--- config.mk ---
export PLATFORM = sky130hd
export DESIGN_NAME = wb_burst_master
export DESIGN_NICKNAME = d
export VERILOG_FILES = /design/src/rtl/wb_common.sv /design/src/rtl/wb_burst_master.sv
export SDC_FILE = /design/constraint.sdc
export NUM_CORES = 1
export LEC_CHECK = 0
export ABC_AREA = 1
export ABC_CLOCK_PERIOD_IN_PS = 6600
export CAP_MARGIN = 20
export CORE_MARGIN = 2
export CORE_UTILIZATION = 45
export CTS_BUF_LIST = sky130_fd_sc_hd__clkbuf_4 sky130_fd_sc_hd__clkbuf_8
export DETAILED_ROUTE_END_ITERATION = 7
export PLACE_DENSITY = 0.88
export SETUP_SLACK_MARGIN = 0.5
export SLEW_MARGIN = 20
export SYNTH_ARGS = -nofsm -noshare
export SYNTH_HDL_FRONTEND = slang
export SYNTH_SLANG_ARGS = --single-unit
--- constraint.sdc ---
create_clock -name wb_clk_i -period 6.6 [get_ports wb_clk_i]
set_input_delay 1.32 -clock wb_clk_i [delete_from_list [all_inputs] [get_ports wb_clk_i]]
set_output_delay 1.32 -clock wb_clk_i [all_outputs]
set_load 0.01 [all_outputs]
--- src/rtl/wb_common.sv ---
// Shared Wishbone B3 encodings and the burst master's state type.
package wb_common;

  // Cycle type identifier encodings
  localparam logic [2:0] CLASSIC = 3'b000;
  localparam logic [2:0] INC     = 3'b010;
  localparam logic [2:0] EOB     = 3'b111;

  // Burst type extension: linear bursts only
  localparam logic [1:0] LINEAR  = 2'b00;

  // Burst master control states
  typedef enum logic [1:0] {
    ST_IDLE  = 2'd0,
    ST_BURST = 2'd1,
    ST_DONE  = 2'd2
  } bm_state_e;

  // CTI for the current beat: single-beat bursts stay classic, otherwise
  // incrementing until the final beat, which is flagged end-of-burst.
  function automatic logic [2:0] beat_cti(input logic single_s, input logic more_s);
    logic [2:0] cti_s;
    if (single_s) begin
      cti_s = CLASSIC;
    end else if (more_s) begin
      cti_s = INC;
    end else begin
      cti_s = EOB;
    end
    return cti_s;
  endfunction

endpackage

--- src/rtl/wb_burst_master.sv ---
// Wishbone B3 classic burst master: turns one command (address, beat count,
// direction) into a single linear incrementing burst. Write data is pulled
// from a valid/ready stream, read data is pushed out on a valid-only stream.
module wb_burst_master
  import wb_common::*;
#(
  parameter int dw = 32,
  parameter int aw = 32,
  parameter int lw = 8
) (
  input  logic          wb_clk_i,
  input  logic          wb_rst_i,
  // command
  input  logic          cmd_valid_i,
  output logic          cmd_ready_o,
  input  logic          cmd_we_i,
  input  logic [aw-1:0] cmd_adr_i,
  input  logic [lw-1:0] cmd_len_i,
  // write stream
  input  logic [dw-1:0] wdat_i,
  input  logic          wdat_valid_i,
  output logic          wdat_ready_o,
  // read stream
  output logic [dw-1:0] rdat_o,
  output logic          rdat_valid_o,
  // completion
  output logic          done_o,
  output logic          err_o,
  // Wishbone master
  output logic [aw-1:0] wb_adr_o,
  output logic [dw-1:0] wb_dat_o,
  output logic [3:0]    wb_sel_o,
  output logic          wb_we_o,
  output logic          wb_cyc_o,
  output logic          wb_stb_o,
  output logic [2:0]    wb_cti_o,
  output logic [1:0]    wb_bte_o,
  input  logic          wb_ack_i,
  input  logic          wb_err_i,
  input  logic [dw-1:0] wb_dat_i
);

  localparam logic [aw-1:0] ADR_MASK = {{(aw-2){1'b1}}, 2'b00};
  localparam logic [aw-1:0] ADR_STEP = aw'(4);
  localparam logic [lw-1:0] LEN_ONE  = lw'(1);
  localparam logic [lw-1:0] LEN_ZERO = {lw{1'b0}};

  bm_state_e     state_r;
  bm_state_e     next_s;
  logic          we_r;
  logic          single_r;
  logic          err_r;
  logic [aw-1:0] adr_r;
  logic [lw-1:0] rem_r;
  logic [dw-1:0] rdat_r;
  logic          rdat_valid_r;

  logic          in_burst_s;
  logic          stb_s;
  logic          beat_ok_s;
  logic          beat_err_s;
  logic          accept_s;

  // Strobe is held off during writes until the stream has data; an error
  // beat is never also counted as a completed beat.
  assign in_burst_s = (state_r == ST_BURST);
  assign stb_s      = in_burst_s & (~we_r | wdat_valid_i);
  assign beat_err_s = stb_s & wb_err_i;
  assign beat_ok_s  = stb_s & wb_ack_i & ~wb_err_i;
  assign accept_s   = (state_r == ST_IDLE) & cmd_valid_i;

  assign wb_adr_o     = adr_r;
  assign wb_dat_o     = (in_burst_s & we_r) ? wdat_i : {dw{1'b0}};
  assign wb_we_o      = in_burst_s & we_r;
  assign wb_sel_o     = 4'hf;
  assign wb_bte_o     = LINEAR;
  assign rdat_o       = rdat_r;
  assign rdat_valid_o = rdat_valid_r;

  // State register; reset abandons any in-flight burst immediately.
  always_ff @(posedge wb_clk_i or posedge wb_rst_i) begin
    if (wb_rst_i) begin
      state_r <= ST_IDLE;
    end else begin
      state_r <= next_s;
    end
  end

  // Next-state and bus/handshake control decode.
  always_comb begin
    next_s       = state_r;
    cmd_ready_o  = 1'b0;
    wb_cyc_o     = 1'b0;
    wb_stb_o     = 1'b0;
    wb_cti_o     = CLASSIC;
    wdat_ready_o = 1'b0;
    done_o       = 1'b0;
    err_o        = 1'b0;
    case (state_r)
      ST_IDLE: begin
        cmd_ready_o = 1'b1;
        if (cmd_valid_i) begin
          if (cmd_len_i == LEN_ZERO) begin
            next_s = ST_DONE;
          end else begin
            next_s = ST_BURST;
          end
        end else begin
          next_s = ST_IDLE;
        end
      end
      ST_BURST: begin
        wb_cyc_o = 1'b1;
        wb_stb_o = stb_s;
        wb_cti_o = beat_cti(single_r, rem_r > LEN_ONE);
        if (beat_err_s) begin
          next_s = ST_DONE;
        end else if (beat_ok_s) begin
          wdat_ready_o = we_r;
          if (rem_r == LEN_ONE) begin
            next_s = ST_DONE;
          end else begin
            next_s = ST_BURST;
          end
        end else begin
          next_s = ST_BURST;
        end
      end
      ST_DONE: begin
        done_o = 1'b1;
        err_o  = err_r;
        next_s = ST_IDLE;
      end
      default: begin
        next_s = ST_IDLE;
      end
    endcase
  end

  // Command latch plus address and beat counters.
  always_ff @(posedge wb_clk_i or posedge wb_rst_i) begin
    if (wb_rst_i) begin
      we_r     <= 1'b0;
      single_r <= 1'b0;
      err_r    <= 1'b0;
      adr_r    <= {aw{1'b0}};
      rem_r    <= LEN_ZERO;
    end else begin
      if (accept_s) begin
        we_r     <= cmd_we_i;
        single_r <= (cmd_len_i == LEN_ONE);
        err_r    <= 1'b0;
        adr_r    <= cmd_adr_i & ADR_MASK;
        rem_r    <= cmd_len_i;
      end else if (beat_err_s) begin
        err_r <= 1'b1;
      end else if (beat_ok_s) begin
        adr_r <= adr_r + ADR_STEP;
        rem_r <= rem_r - LEN_ONE;
      end else begin
        err_r <= err_r;
      end
    end
  end

  // Read stream: registered copy of each acknowledged read beat.
  always_ff @(posedge wb_clk_i or posedge wb_rst_i) begin
    if (wb_rst_i) begin
      rdat_r       <= {dw{1'b0}};
      rdat_valid_r <= 1'b0;
    end else begin
      rdat_valid_r <= beat_ok_s & ~we_r;
      if (beat_ok_s & ~we_r) begin
        rdat_r <= wb_dat_i;
      end else begin
        rdat_r <= rdat_r;
      end
    end
  end

endmodule

## Word-level counts from Yosys, hierarchy flattened

Index checks and enable logic that the tools add are counted.

- Register bits after elaboration: 78
- Latch bits: 0
- RAM bits: 0
- ROM bits: 0
- Input bits: 111
- Output and inout port bits: 113
- Logic and storage cells: 57
- Memories: 0

- $add $sub $neg: 2
- Multipliers: 0
- Divide/modulo/power cells: 0
- Order comparisons: 1
- Equal/unequal tests: 5
- Shift operators: 0
- Muxes and demuxes: 26
- Bitwise gates (word level): 10
- Reductions and logical operators: 5

Operators with widths:

| cell | count |
|---|---|
| $mux W32 | 4 |
| $add A32 B3 Y32 const B | 1 |
| $mux W8 | 3 |
| $eq A8 B1 Y1 const B | 2 |
| $mux W1 | 10 |
| $mux W2 | 5 |
| $mux W3 | 3 |
| $gt A8 B1 Y1 const B | 1 |
| $logic_not A8 Y1 | 1 |
| $sub A8 B1 Y8 const B | 1 |
| $and A1 B1 Y1 | 7 |
| $pmux W2 S2 | 1 |
| $reduce_bool A2 Y1 | 2 |
| $eq A2 B1 Y1 const B | 1 |
| $eq A2 B2 Y1 const B | 1 |
| $logic_not A2 Y1 | 1 |
| $ne A2 B1 Y1 const B | 1 |
| $not A1 Y1 | 2 |
| $reduce_and A2 Y1 | 1 |
| $or A1 B1 Y1 | 1 |

## Logic depth before layout (Yosys ltp)

Gate-level depths: netlist of run 1.

- Word-level depth: 8
- Depth in mapped cells: 10
- Gate-level depth less buffers: 10

## Worst setup path before layout of run 1

Ideal clock, no wire load.

- Path kind: input to output
- Start: input wdat_valid_i
- End: output wdat_ready_o
- Arrival time: 1,887 ps
- Required time: 5,280 ps
- Slack: 3,393 ps
- Stages: 4
- Buffers on the path: 0
- Path through: nor2_1 -> nor2_4 -> nand3b_2 -> nor2_1

- Longest elaborated chain between the ends: 7
- Elaborated cells between the ends (all ways): 8
- Those cells by class: mux: 3; bitwise: 5

RTL lines:

| item | RTL line | source |
|---|---|---|
| start, declared | wb_burst_master.sv:21 | `input logic wdat_valid_i,` |
| $or A1 B1 Y1 * | wb_burst_master.sv:67 | `assign stb_s = in_burst_s & (~we_r \| wdat_valid_i);` |
| $and A1 B1 Y1 * | wb_burst_master.sv:67 |  |
| $and A1 B1 Y1 (2 in series) | wb_burst_master.sv:69 | `assign beat_ok_s = stb_s & wb_ack_i & ~wb_err_i;` |
| $mux W1 | wb_burst_master.sv:118 | `end else if (beat_ok_s) begin` |
| $mux W1 * | wb_burst_master.sv:116 | `if (beat_err_s) begin` |
| $mux W1 * | wb_burst_master.sv:99 | `case (state_r)` |
| end, declared | wb_burst_master.sv:22 | `output logic wdat_ready_o,` |

Mark *: on every way between the ends. The rest lies on a longest branch, timed or not.

## Final worst setup path of run 1

- Start: input wb_err_i
- End: output wdat_ready_o

- Longest elaborated chain between the ends: 5
- Elaborated cells between the ends (all ways): 6
- Those cells by class: mux: 3; bitwise: 3

RTL lines:

| item | RTL line | source |
|---|---|---|
| start, declared | wb_burst_master.sv:39 | `input logic wb_err_i,` |
| $not A1 Y1 | wb_burst_master.sv:69 |  |
| $and A1 B1 Y1 | wb_burst_master.sv:69 |  |
| $mux W1 | wb_burst_master.sv:118 |  |
| $mux W1 * | wb_burst_master.sv:116 |  |
| $mux W1 * | wb_burst_master.sv:99 |  |

Marked as above.

==> results of run 1 <==
==> report_power, final <==
| group | internal (W) | switching (W) | total, W |
|---|---|---|---|
| registers | 0.000690 | 0.000216 | 0.000905 |
| logic | 0.000710 | 0.000722 | 0.00143 |
| clock network | 0.000196 | 0.000179 | 0.000375 |
| total | 0.00160 | 0.00112 | 0.00271 |
==> cell type report <==
cell class | instances | share of cell area
flip-flops and latches | 76 | 0.277
well taps | 133 | 0.0242
multi-input cells | 492 | 0.312
clock buffers | 11 | 0.0220
inverters | 81 | 0.0446
repair buffers | 214 | 0.312
clock inverters | 5 | 0.00856
diodes | 1 | 0.000364
==> kinds of logic (layout without fill, tap and decap cells) <==
family                     after synthesis  count (layout)  share of synthesized area
buffers and inverters                  110             311                      0.108
DFF                                     76              76                      0.422
AOI/OAI and AO/OA                       49              49                     0.0594
adders and majority gates                3               3                    0.00833
other                                    2               9                    0.00167
and+or+nand+nor                        425             425                      0.387
xor gates and xnor gates                 7               7                     0.0136
==> worst max path at each step <==
stage / slack (ns) / endpoint
3_5_place_dp: 2.33 / wdat_ready_o
6_report: 2.34 / wdat_ready_o
2_1_floorplan: 3.34 / err_r
5_1_grt: 2.23 / wdat_ready_o
3_3_place_gp: 2.33 / wdat_ready_o
4_1_cts: 2.31 / wdat_ready_o
==> per-layer routing <==
metal | wire length, µm | GRT usage | vias to the layer above
met1 | 5570 | 0.326 | 2289
met3 | 963 | 0.0589 | 23
li1 | - | - | 2442
met4 | 352 | 0.0888 | 0
met5 | 0 | 0 | -
met2 | 7610 | 0.490 | 199
==> registers in the layout (all words and copies together) (netlist names) <==
signal / flops
rdat_o: 32
wb_adr_o: 30
rem_r: 8
state_r: 2
err_r: 1
rdat_valid_o: 1
single_r: 1
we_r: 1
==> metrics by stage <==
step	cells	setup slack, ns
global route	1013	2.23
floorplan	678	3.34
finish	1013	2.34
detailed placement	996	2.33
global placement	996	2.33
CTS	1012	2.31
==> worst reg2reg max path, cell delays in order, from the launching register on <==
cell	delay [ns]
dfrtp_1	0.38
inv_1	0.10
nand2_2	0.10
nor2_4	0.17
nand2_2	0.11
nor2_8	0.35
nand2_4	0.32
inv_2	0.52
nand2_1	0.14
nand2_1	0.09
==> cell usage in the layout, fill, tap and decap left out, types with 3 or more instances in the layout <==
master and n:
a21oi_1 10, a31oi_1 3, clkbuf_8 11, clkdlybuf4s50_1 213
conb_1 8, dfrtp_1 76, ha_1 3, inv_1 76
inv_2 4, nand2_1 249, nand2_2 3, nand3_1 50
nand4_1 4, nor2_1 104, nor3_1 3, o211ai_1 5
o21ai_0 22, o21ai_1 6, or2_2 4, xor2_1 5
==> results.json, run 1 <==
{
  "post_cts_buffers": 0,
  "avgRoutedWirePerCell_um": 14.3,
  "clock_sinks": 76,
  "worst_pin_slew_ns": 0.964,
  "initial_core_util": 0.463,
  "path_max_fanout": 7,
  "fillers": 813,
  "dieWidth_um": 104,
  "r2r-start": "state_r[1]",
  "arrival_ns": 2.94,
  "vias": 4953,
  "viasPerCell": 4.89,
  "register_area_um2": 1900,
  "crit_family": "buffers and inverters",
  "rrSetupSlack_ns": 4.26,
  "maxCapViolCount": 0,
  "root_buffer": "clkbuf_8",
  "layout_min_cycle_time_ns": 4.26,
  "crit_top_cell": "clkdlybuf4s50_1",
  "crit_type": "primary input to output pin",
  "synth_top_area_share": 0.422,
  "grt_pass1_wl_um": 23700,
  "slew_headroom": 0.357,
  "worstRegToRegCells": 9,
  "path_buf_inv": 2,
  "ys_seq_area_frac": 0.422,
  "netlist_top_cells_count": "nand2_1 (249), nor2_1 (104), inv_1 (77), dfrtp_1 (76), nand3_1 (50)",
  "layout.nets": 988,
  "timing.rr.end": "rdat_o[11]",
  "rsz0062_at_grt": "no",
  "grt_max_degree": 77,
  "path_depth": 4,
  "grt_pass1_vias": 4778,
  "die_h_um": 104,
  "cts_hold_buffers": 0,
  "peakVddDrop_uv": 217,
  "synth.most_common_cell": "nand2_1",
  "ant_nets": 0,
  "track_usage": 0.273,
  "ios": 224,
  "cts_tree": "done",
  "dpl.hpwl_um": 11000,
  "wirelength_um": 14500,
  "hold_end": "rdat_o[1]",
  "netlist_instances": 672,
  "synth_edf_count": 0,
  "multi_input_area_um2": 2140,
  "crit_chain": "clkdlybuf4s50_1 -> nand3b_2 -> nor2_1 -> clkdlybuf4s50_1",
  "rows": 36,
  "slowest_stage": "clkdlybuf4s50_1",
  "gp_congestion": 0.855,
  "worstPathRequired_ns": 5.28,
  "period_share": 0.646,
  "drive_gt1_frac": 0.0410,
  "setup_viol": 0,
  "synthArstFlopShare": 1.00,
  "min-delay-start": "rdat_o[1]",
  "drv_slew": 0,
  "portBuffers": 213,
  "drtPass1Iterations": 5,
  "ys_top_cells_by_area": "dfrtp_1 (42%), nand2_1 (21%), nor2_1 (8.7%)",
  "slowest_delay_ns": 0.59,
  "synth.distinct_cells": 33,
  "ys.flop_type": "dfrtp_1",
  "p_leak_nw": 3.28,
  "yosysWarnings": 0,
  "die_area_um2": 10800,
  "holdWs_ns": 0.483,
  "final_util": 0.706,
  "avgSynthCellArea_um2": 6.70,
  "antenna_found_initial": 1,
  "start_kind": "primary input",
  "holdCritPathClass": "flop to flop",
  "clkTransAtPathRegs_ns": 0.08,
  "synthesis.area_um2": 4510,
  "insertion_delay_ns": 0.35,
  "finClkSkew_ns": 0.00751,
  "power_density_nw_per_um2": 395,
  "numCtsBuffers": 9,
  "synth-seq-cells": 76,
  "p_total_w": 0.00271,
  "outcome": "finished, final reports clean",
  "worst_setup_path_end_kind": "output pin",
  "overflow": 0,
  "finalInstanceArea_um2": 6870,
  "ctsResizeCount": 0,
  "clock_path_buffers": 2,
  "crit_path_start": "wb_err_i",
  "core_um2": 9730,
  "setup_tns_ns": 0,
  "holdPathStages": 2,
  "htree_num_levels": 3,
  "place_area_um2": 6650,
  "area_growth_syn_to_layout_pct": 52.4,
  "hold_viol": 0,
  "yosys.area.top_type": "dfrtp_1",
  "fmax_ghz": 0.235,
  "drcViolationCount": 0,
  "drt-initial-drc-count": 345
}
(Power assumes the default switching activity.)
==> inputs of run 2 (changes only) <==
--- a/config.mk
+++ b/config.mk
@@ -6,13 +6,13 @@
 export NUM_CORES = 1
 export LEC_CHECK = 0
 export ABC_AREA = 1
-export ABC_CLOCK_PERIOD_IN_PS = 6600
+export ABC_CLOCK_PERIOD_IN_PS = 4100
 export CAP_MARGIN = 20
 export CORE_MARGIN = 2
-export CORE_UTILIZATION = 45
+export CORE_UTILIZATION = 42
 export CTS_BUF_LIST = sky130_fd_sc_hd__clkbuf_4 sky130_fd_sc_hd__clkbuf_8
 export DETAILED_ROUTE_END_ITERATION = 7
-export PLACE_DENSITY = 0.88
+export PLACE_DENSITY = 0.83
 export SETUP_SLACK_MARGIN = 0.5
 export SLEW_MARGIN = 20
 export SYNTH_ARGS = -nofsm -noshare
==> constraint.sdc (replaced) <==
create_clock -name wb_clk_i -period 4.1 [get_ports wb_clk_i]
set_input_delay 0.82 -clock wb_clk_i [delete_from_list [all_inputs] [get_ports wb_clk_i]]
set_output_delay 0.82 -clock wb_clk_i [all_outputs]
set_load 0.01 [all_outputs]
==> run 2 against run 1 <==
Compared with the run above:
- utilization is 3.9 points lower
- clock power is 77% higher
- sequential share of layout area down 0.17 points
- sequential cell count unchanged
- die area is 6.9% higher
- clock skew grew 0.0058 ns
- critical path depth unchanged
- non-clock buffer count up 3
- combinational power is 62% higher
- via count down 0.67%
==> results.json, run 2 (synthesis gave the netlist of run 1 again) <==
{
  "insertion_delay_ns": 0.35,
  "rsz0062_at_grt": "no",
  "rrSetupSlack_ns": 2.07,
  "gp_congestion": 0.890,
  "hold_viol": 0,
  "root_buffer": "clkbuf_8",
  "ios": 224,
  "die_h_um": 108,
  "r2r-start": "state_r[1]",
  "area_growth_syn_to_layout_pct": 53.3,
  "finClkSkew_ns": 0.0133,
  "clock_path_buffers": 2,
  "post_cts_buffers": 0,
  "dpl_worst_slack_ns": 0.813,
  "outcome": "finished, final reports clean",
  "min-delay-start": "rdat_o[11]",
  "die_area_um2": 11600,
  "drt-initial-drc-count": 257,
  "htree_num_levels": 3,
  "dieWidth_um": 108,
  "arrival_ns": 2.47,
  "p_leak_nw": 3.30,
  "drv_slew": 0,
  "crit_path_start": "wb_err_i",
  "layout.nets": 991,
  "setup_tns_ns": 0,
  "numCtsBuffers": 9,
  "grt_pass1_vias": 4346,
  "largest_register_ffs": 32,
  "clock_sinks": 76,
  "avgRoutedWirePerCell_um": 14.0,
  "holdCritPathClass": "flop to flop",
  "drcViolationCount": 0,
  "vias": 4920,
  "overflow": 0,
  "p_total_w": 0.00443,
  "antenna_cells": 0,
  "worst_setup_path_end_kind": "output pin",
  "cp-endpoint": "wdat_ready_o",
  "mostFrequentLayoutCells": "nand2_1 (249), clkdlybuf4s50_1 (213), nor2_1 (104)",
  "clkTransAtPathRegs_ns": 0.08,
  "path_max_fanout": 7,
  "core_um2": 10400,
  "timing.rr.end": "rdat_o[16]",
  "ant_nets": 0,
  "grt_max_degree": 36,
  "worstRegToRegCells": 9,
  "final_common_cell": "nand2_1",
  "drive_gt1_frac": 0.0442,
  "worst_pin_slew_ns": 0.879,
  "peakVddDrop_uv": 327,
  "slew_headroom": 0.413,
  "viasPerCell": 4.83,
  "fmax_ghz": 0.304,
  "power_density_nw_per_um2": 641,
  "setup_viol": 0,
  "crit_type": "primary input to output pin",
  "worstPathRequired_ns": 3.28,
  "wirelength_um": 14200,
  "drtPass1Iterations": 4,
  "ctsResizeCount": 0,
  "maxCapViolCount": 0,
  "grt_pass1_wl_um": 21600,
  "rows": 37,
  "period_share": 0.802,
  "track_usage": 0.240,
  "layout_min_cycle_time_ns": 3.29,
  "initial_core_util": 0.434,
  "portBuffers": 213,
  "fillers": 926,
  "cts_tree": "done",
  "final.setup.worst_slack_ns": 0.813,
  "antenna_found_initial": 0,
  "cts_hold_buffers": 0,
  "start_kind": "primary input",
  "dpl.hpwl_um": 10700
}
[run 2: changes by cell type in the layout (fill, tap and decap cells not counted)]
cell / previous run / this run
clkbuf_8: 11 / 10
diode_2: 1 / 0
clkbuf_4: 0 / 1
clkinv_2: 1 / 0
buf_4: 1 / 4
bufinv_16: 1 / 2
[run 2: worst min-delay path by stage]
stage,cells after the start,to,slack (ns)
after floorplan,1,rem_r[0],0.47
after global routing,2,rdat_o[12],0.50
after global placement,2,rdat_o[13],0.46
after detailed placement,2,rdat_o[11],0.46
final,2,rdat_o[11],0.48
after CTS,2,rdat_o[11],0.49
[run 2: layout make-up]
class,count,area [µm²],area share
Inverter,81,307,0.0444
Clock inverter,5,83.8,0.0121
Timing Repair Buffer,217,2160,0.313
Sequential cell,76,1900,0.275
Multi-Input combinational cell,492,2140,0.310
Tap cell,136,170,0.0246
Clock buffer,11,145,0.0210
[run 2: critical path, stage by stage]
cell	delay [ns]
clkdlybuf4s50_1	0.52
nand3b_2	0.38
nor2_1	0.15
clkdlybuf4s50_1	0.59
[run 2: where the power goes]
group	total, W	switching [W]	internal, W	leakage, nW
logic	0.00231	0.00116	0.00115	2.24
registers	0.00146	0.000345	0.00111	0.945
clock network	0.000665	0.000296	0.000369	0.110
[run 2: through the flow]
stage / hold slack, ns / util / std cells / area (µm²)
final: 0.482 / 0.666 / 1018 / 6910
after global routing: 0.500 / 0.666 / 1018 / 6910
after global placement: 0.460 / 0.644 / 1002 / 6680
after CTS: 0.487 / 0.666 / 1018 / 6910
after detailed placement: 0.464 / 0.644 / 1002 / 6680
after floorplan: 0.467 / - / 678 / 4530
[run 2: layer usage]
metal | GRT usage | part of all wire
met1 | 0.300 | 0.40
met2 | 0.417 | 0.50
met3 | 0.0412 | 0.073
met4 | 0.0833 | 0.021
met5 | 0 | 0
==> inputs of run 3 (changes only) <==
--- a/config.mk
+++ b/config.mk
@@ -6,13 +6,13 @@
 export NUM_CORES = 1
 export LEC_CHECK = 0
 export ABC_AREA = 1
-export ABC_CLOCK_PERIOD_IN_PS = 4100
+export ABC_CLOCK_PERIOD_IN_PS = 2700
 export CAP_MARGIN = 20
 export CORE_MARGIN = 2
-export CORE_UTILIZATION = 42
+export CORE_UTILIZATION = 38
 export CTS_BUF_LIST = sky130_fd_sc_hd__clkbuf_4 sky130_fd_sc_hd__clkbuf_8
 export DETAILED_ROUTE_END_ITERATION = 7
-export PLACE_DENSITY = 0.83
+export PLACE_DENSITY = 0.79
 export SETUP_SLACK_MARGIN = 0.5
 export SLEW_MARGIN = 20
 export SYNTH_ARGS = -nofsm -noshare
==> constraint.sdc (replaced) <==
create_clock -name wb_clk_i -period 2.7 [get_ports wb_clk_i]
set_input_delay 0.54 -clock wb_clk_i [delete_from_list [all_inputs] [get_ports wb_clk_i]]
set_output_delay 0.54 -clock wb_clk_i [all_outputs]
set_load 0.01 [all_outputs]
==> run 3 against run 2 <==
Compared with the run above:
- the flow now finishes with violations (DRC)
- cell area fell by 0.69%
- via count barely moved
- final cell count rose by 1.6%
- die area rose by 10%
- sequential share of layout area rose by 0.19 points
- hold slack got worse by 0.0029 ns
- combinational power rose by 50%
- largest cell class is now multi-input gates
- routed wire length rose by 2.5%
- critical path type unchanged
- critical path depth rose by 2
- critical endpoint unchanged
- utilization fell by 7.0 points
- sequential power rose by 52%
- non-clock buffer count rose by 9
==> results.json, run 3 (synthesis gave the netlist of run 1 again) <==
{
  "min-delay-start": "rdat_o[9]",
  "grt_pass1_wl_um": 23000,
  "ant_nets": 0,
  "numCtsBuffers": 9,
  "drv_slew": 0,
  "die_area_um2": 12700,
  "layout_min_cycle_time_ns": 2.13,
  "cts_hold_buffers": 0,
  "avgRoutedWirePerCell_um": 14.1,
  "worstRegToRegCells": 10,
  "largest_register_ffs": 32,
  "finalInstanceArea_um2": 6860,
  "rows": 39,
  "worst_setup_path_end_kind": "output pin",
  "antenna_found_initial": 0,
  "clkTransAtPathRegs_ns": 0.08,
  "finalNonFillerCells": 1034,
  "holdPathStages": 2,
  "fmax_ghz": 0.468,
  "path_max_fanout": 4,
  "mostFrequentLayoutCells": "nand2_1 (249), clkdlybuf4s50_1 (173), nor2_1 (101)",
  "root_buffer": "clkbuf_8",
  "dpl.hpwl_um": 11000,
  "ios": 224,
  "drtPass1Iterations": 7,
  "finClkSkew_ns": 0.0125,
  "rsz0062_at_grt": "no",
  "timing.rr.end": "wb_adr_o[26]",
  "initial_core_util": 0.391,
  "dieWidth_um": 113,
  "drive_gt1_frac": 0.0943,
  "clock_path_buffers": 2,
  "hold_viol": 0,
  "gp_congestion": 0.876,
  "period_share": 0.791,
  "violations": "DRC",
  "place_area_um2": 6760,
  "grt_pass1_vias": 4543,
  "start_kind": "primary input",
  "slew_headroom": 0.613,
  "crit_type": "primary input to output pin",
  "wirelength_um": 14600,
  "final.setup.worst_slack_ns": 0.565,
  "viasPerCell": 4.76,
  "p_leak_nw": 3.45,
  "arrival_ns": 1.59,
  "final_common_cell": "nand2_1",
  "portBuffers": 213,
  "dpl_worst_slack_ns": 0.105,
  "insertion_delay_ns": 0.36,
  "clock_sinks": 76,
  "cts_tree": "done",
  "place_inst": 1015,
  "rrSetupSlack_ns": 0.87,
  "power_density_nw_per_um2": 958,
  "r2r-start": "wb_adr_o[3]",
  "drcViolationCount": 20,
  "outcome": "complete, but fails checks",
  "vias": 4919,
  "maxCapViolCount": 0,
  "htree_num_levels": 3,
  "worstPathRequired_ns": 2.16,
  "overflow": 0,
  "worst_pin_slew_ns": 0.580,
  "hold_end": "rdat_o[9]",
  "setup_viol": 0,
  "holdCritPathClass": "flop to flop",
  "antenna_cells": 0,
  "track_usage": 0.226,
  "setup_tns_ns": 0,
  "drt-initial-drc-count": 309,
  "die_h_um": 113,
  "layout.nets": 1000,
  "area_growth_syn_to_layout_pct": 52.3,
  "core_um2": 11500,
  "holdWs_ns": 0.479,
  "grt_max_degree": 34,
  "peakVddDrop_uv": 455
}
-- run 3: changes by cell type in the layout (fill, tap and decap cells not counted), sizes merged --
cell           delta
inv               -1
clkbuf           +22
dlymetal6s2s      +3
clkinvlp          +1
dlygate4sd2       +9
bufinv            -1
clkdlybuf4s50    -40
clkinv            +2
buf              +14
-- run 3: worst max-delay path: stages --
cell	delay [ns]
clkdlybuf4s50_1	0.47
nor2_1	0.07
nor2_4	0.13
nand3b_2	0.12
nor2_1	0.10
buf_2	0.16
-- run 3: layout make-up --
type	count	area (µm²)
Multi-Input combinational cell	492	2160
Timing Repair Buffer	226	2110
Inverter	81	310
Sequential cell	76	1900
Clock inverter	6	63.8
Fill cell	1115	4650
Tap cell	143	179
Clock buffer	10	131
-- run 3: worst max path at each step --
stage,start,end,slack [ns],cells past startpoint
2_1_floorplan,state_r[1],wb_dat_o[10],0.93,6
3_3_place_gp,wdat_valid_i,wdat_ready_o,0.12,6
3_5_place_dp,wdat_valid_i,wdat_ready_o,0.11,6
4_1_cts,rem_r[0],wb_cti_o[2],0.44,7
5_1_grt,state_r[1],wb_dat_o[2],0.48,7
6_report,wdat_valid_i,wdat_ready_o,0.57,6
-- run 3: repair_timing --
action / in CTS / in global routing
gates resized for setup: 77 / 34
setup buffers: 0 / 3
pin swaps: 2 / 2
setup endpoints to repair: 37 / 31
-- run 3: layer usage --
layer | up-vias | share of wire | track usage
met2 | 166 | 0.50 | 0.388
met1 | 2262 | 0.41 | 0.283
met4 | 0 | 0.021 | 0.0764
met3 | 24 | 0.072 | 0.0503
met5 | - | 0 | 0
li1 | 2467 | - | -
-- run 3: where the power goes --
| part | switching [W] | internal [W] | total [W] |
|---|---|---|---|
| clock | 0.000448 | 0.000437 | 0.000885 |
| combinational | 0.00176 | 0.00171 | 0.00347 |
| sequential | 0.000529 | 0.00169 | 0.00222 |
| total | 0.00274 | 0.00383 | 0.00657 |
-- run 3: metrics by stage --
| step | utilization | total power [W] |
|---|---|---|
| 6_report | 0.596 | 0.00657 |
| 5_1_grt | 0.596 | 0.00710 |
| 4_1_cts | 0.603 | 0.00662 |
| 3_5_place_dp | 0.587 | 0.00576 |
| 3_3_place_gp | 0.587 | 0.00568 |
| 2_1_floorplan | - | 0.00392 |
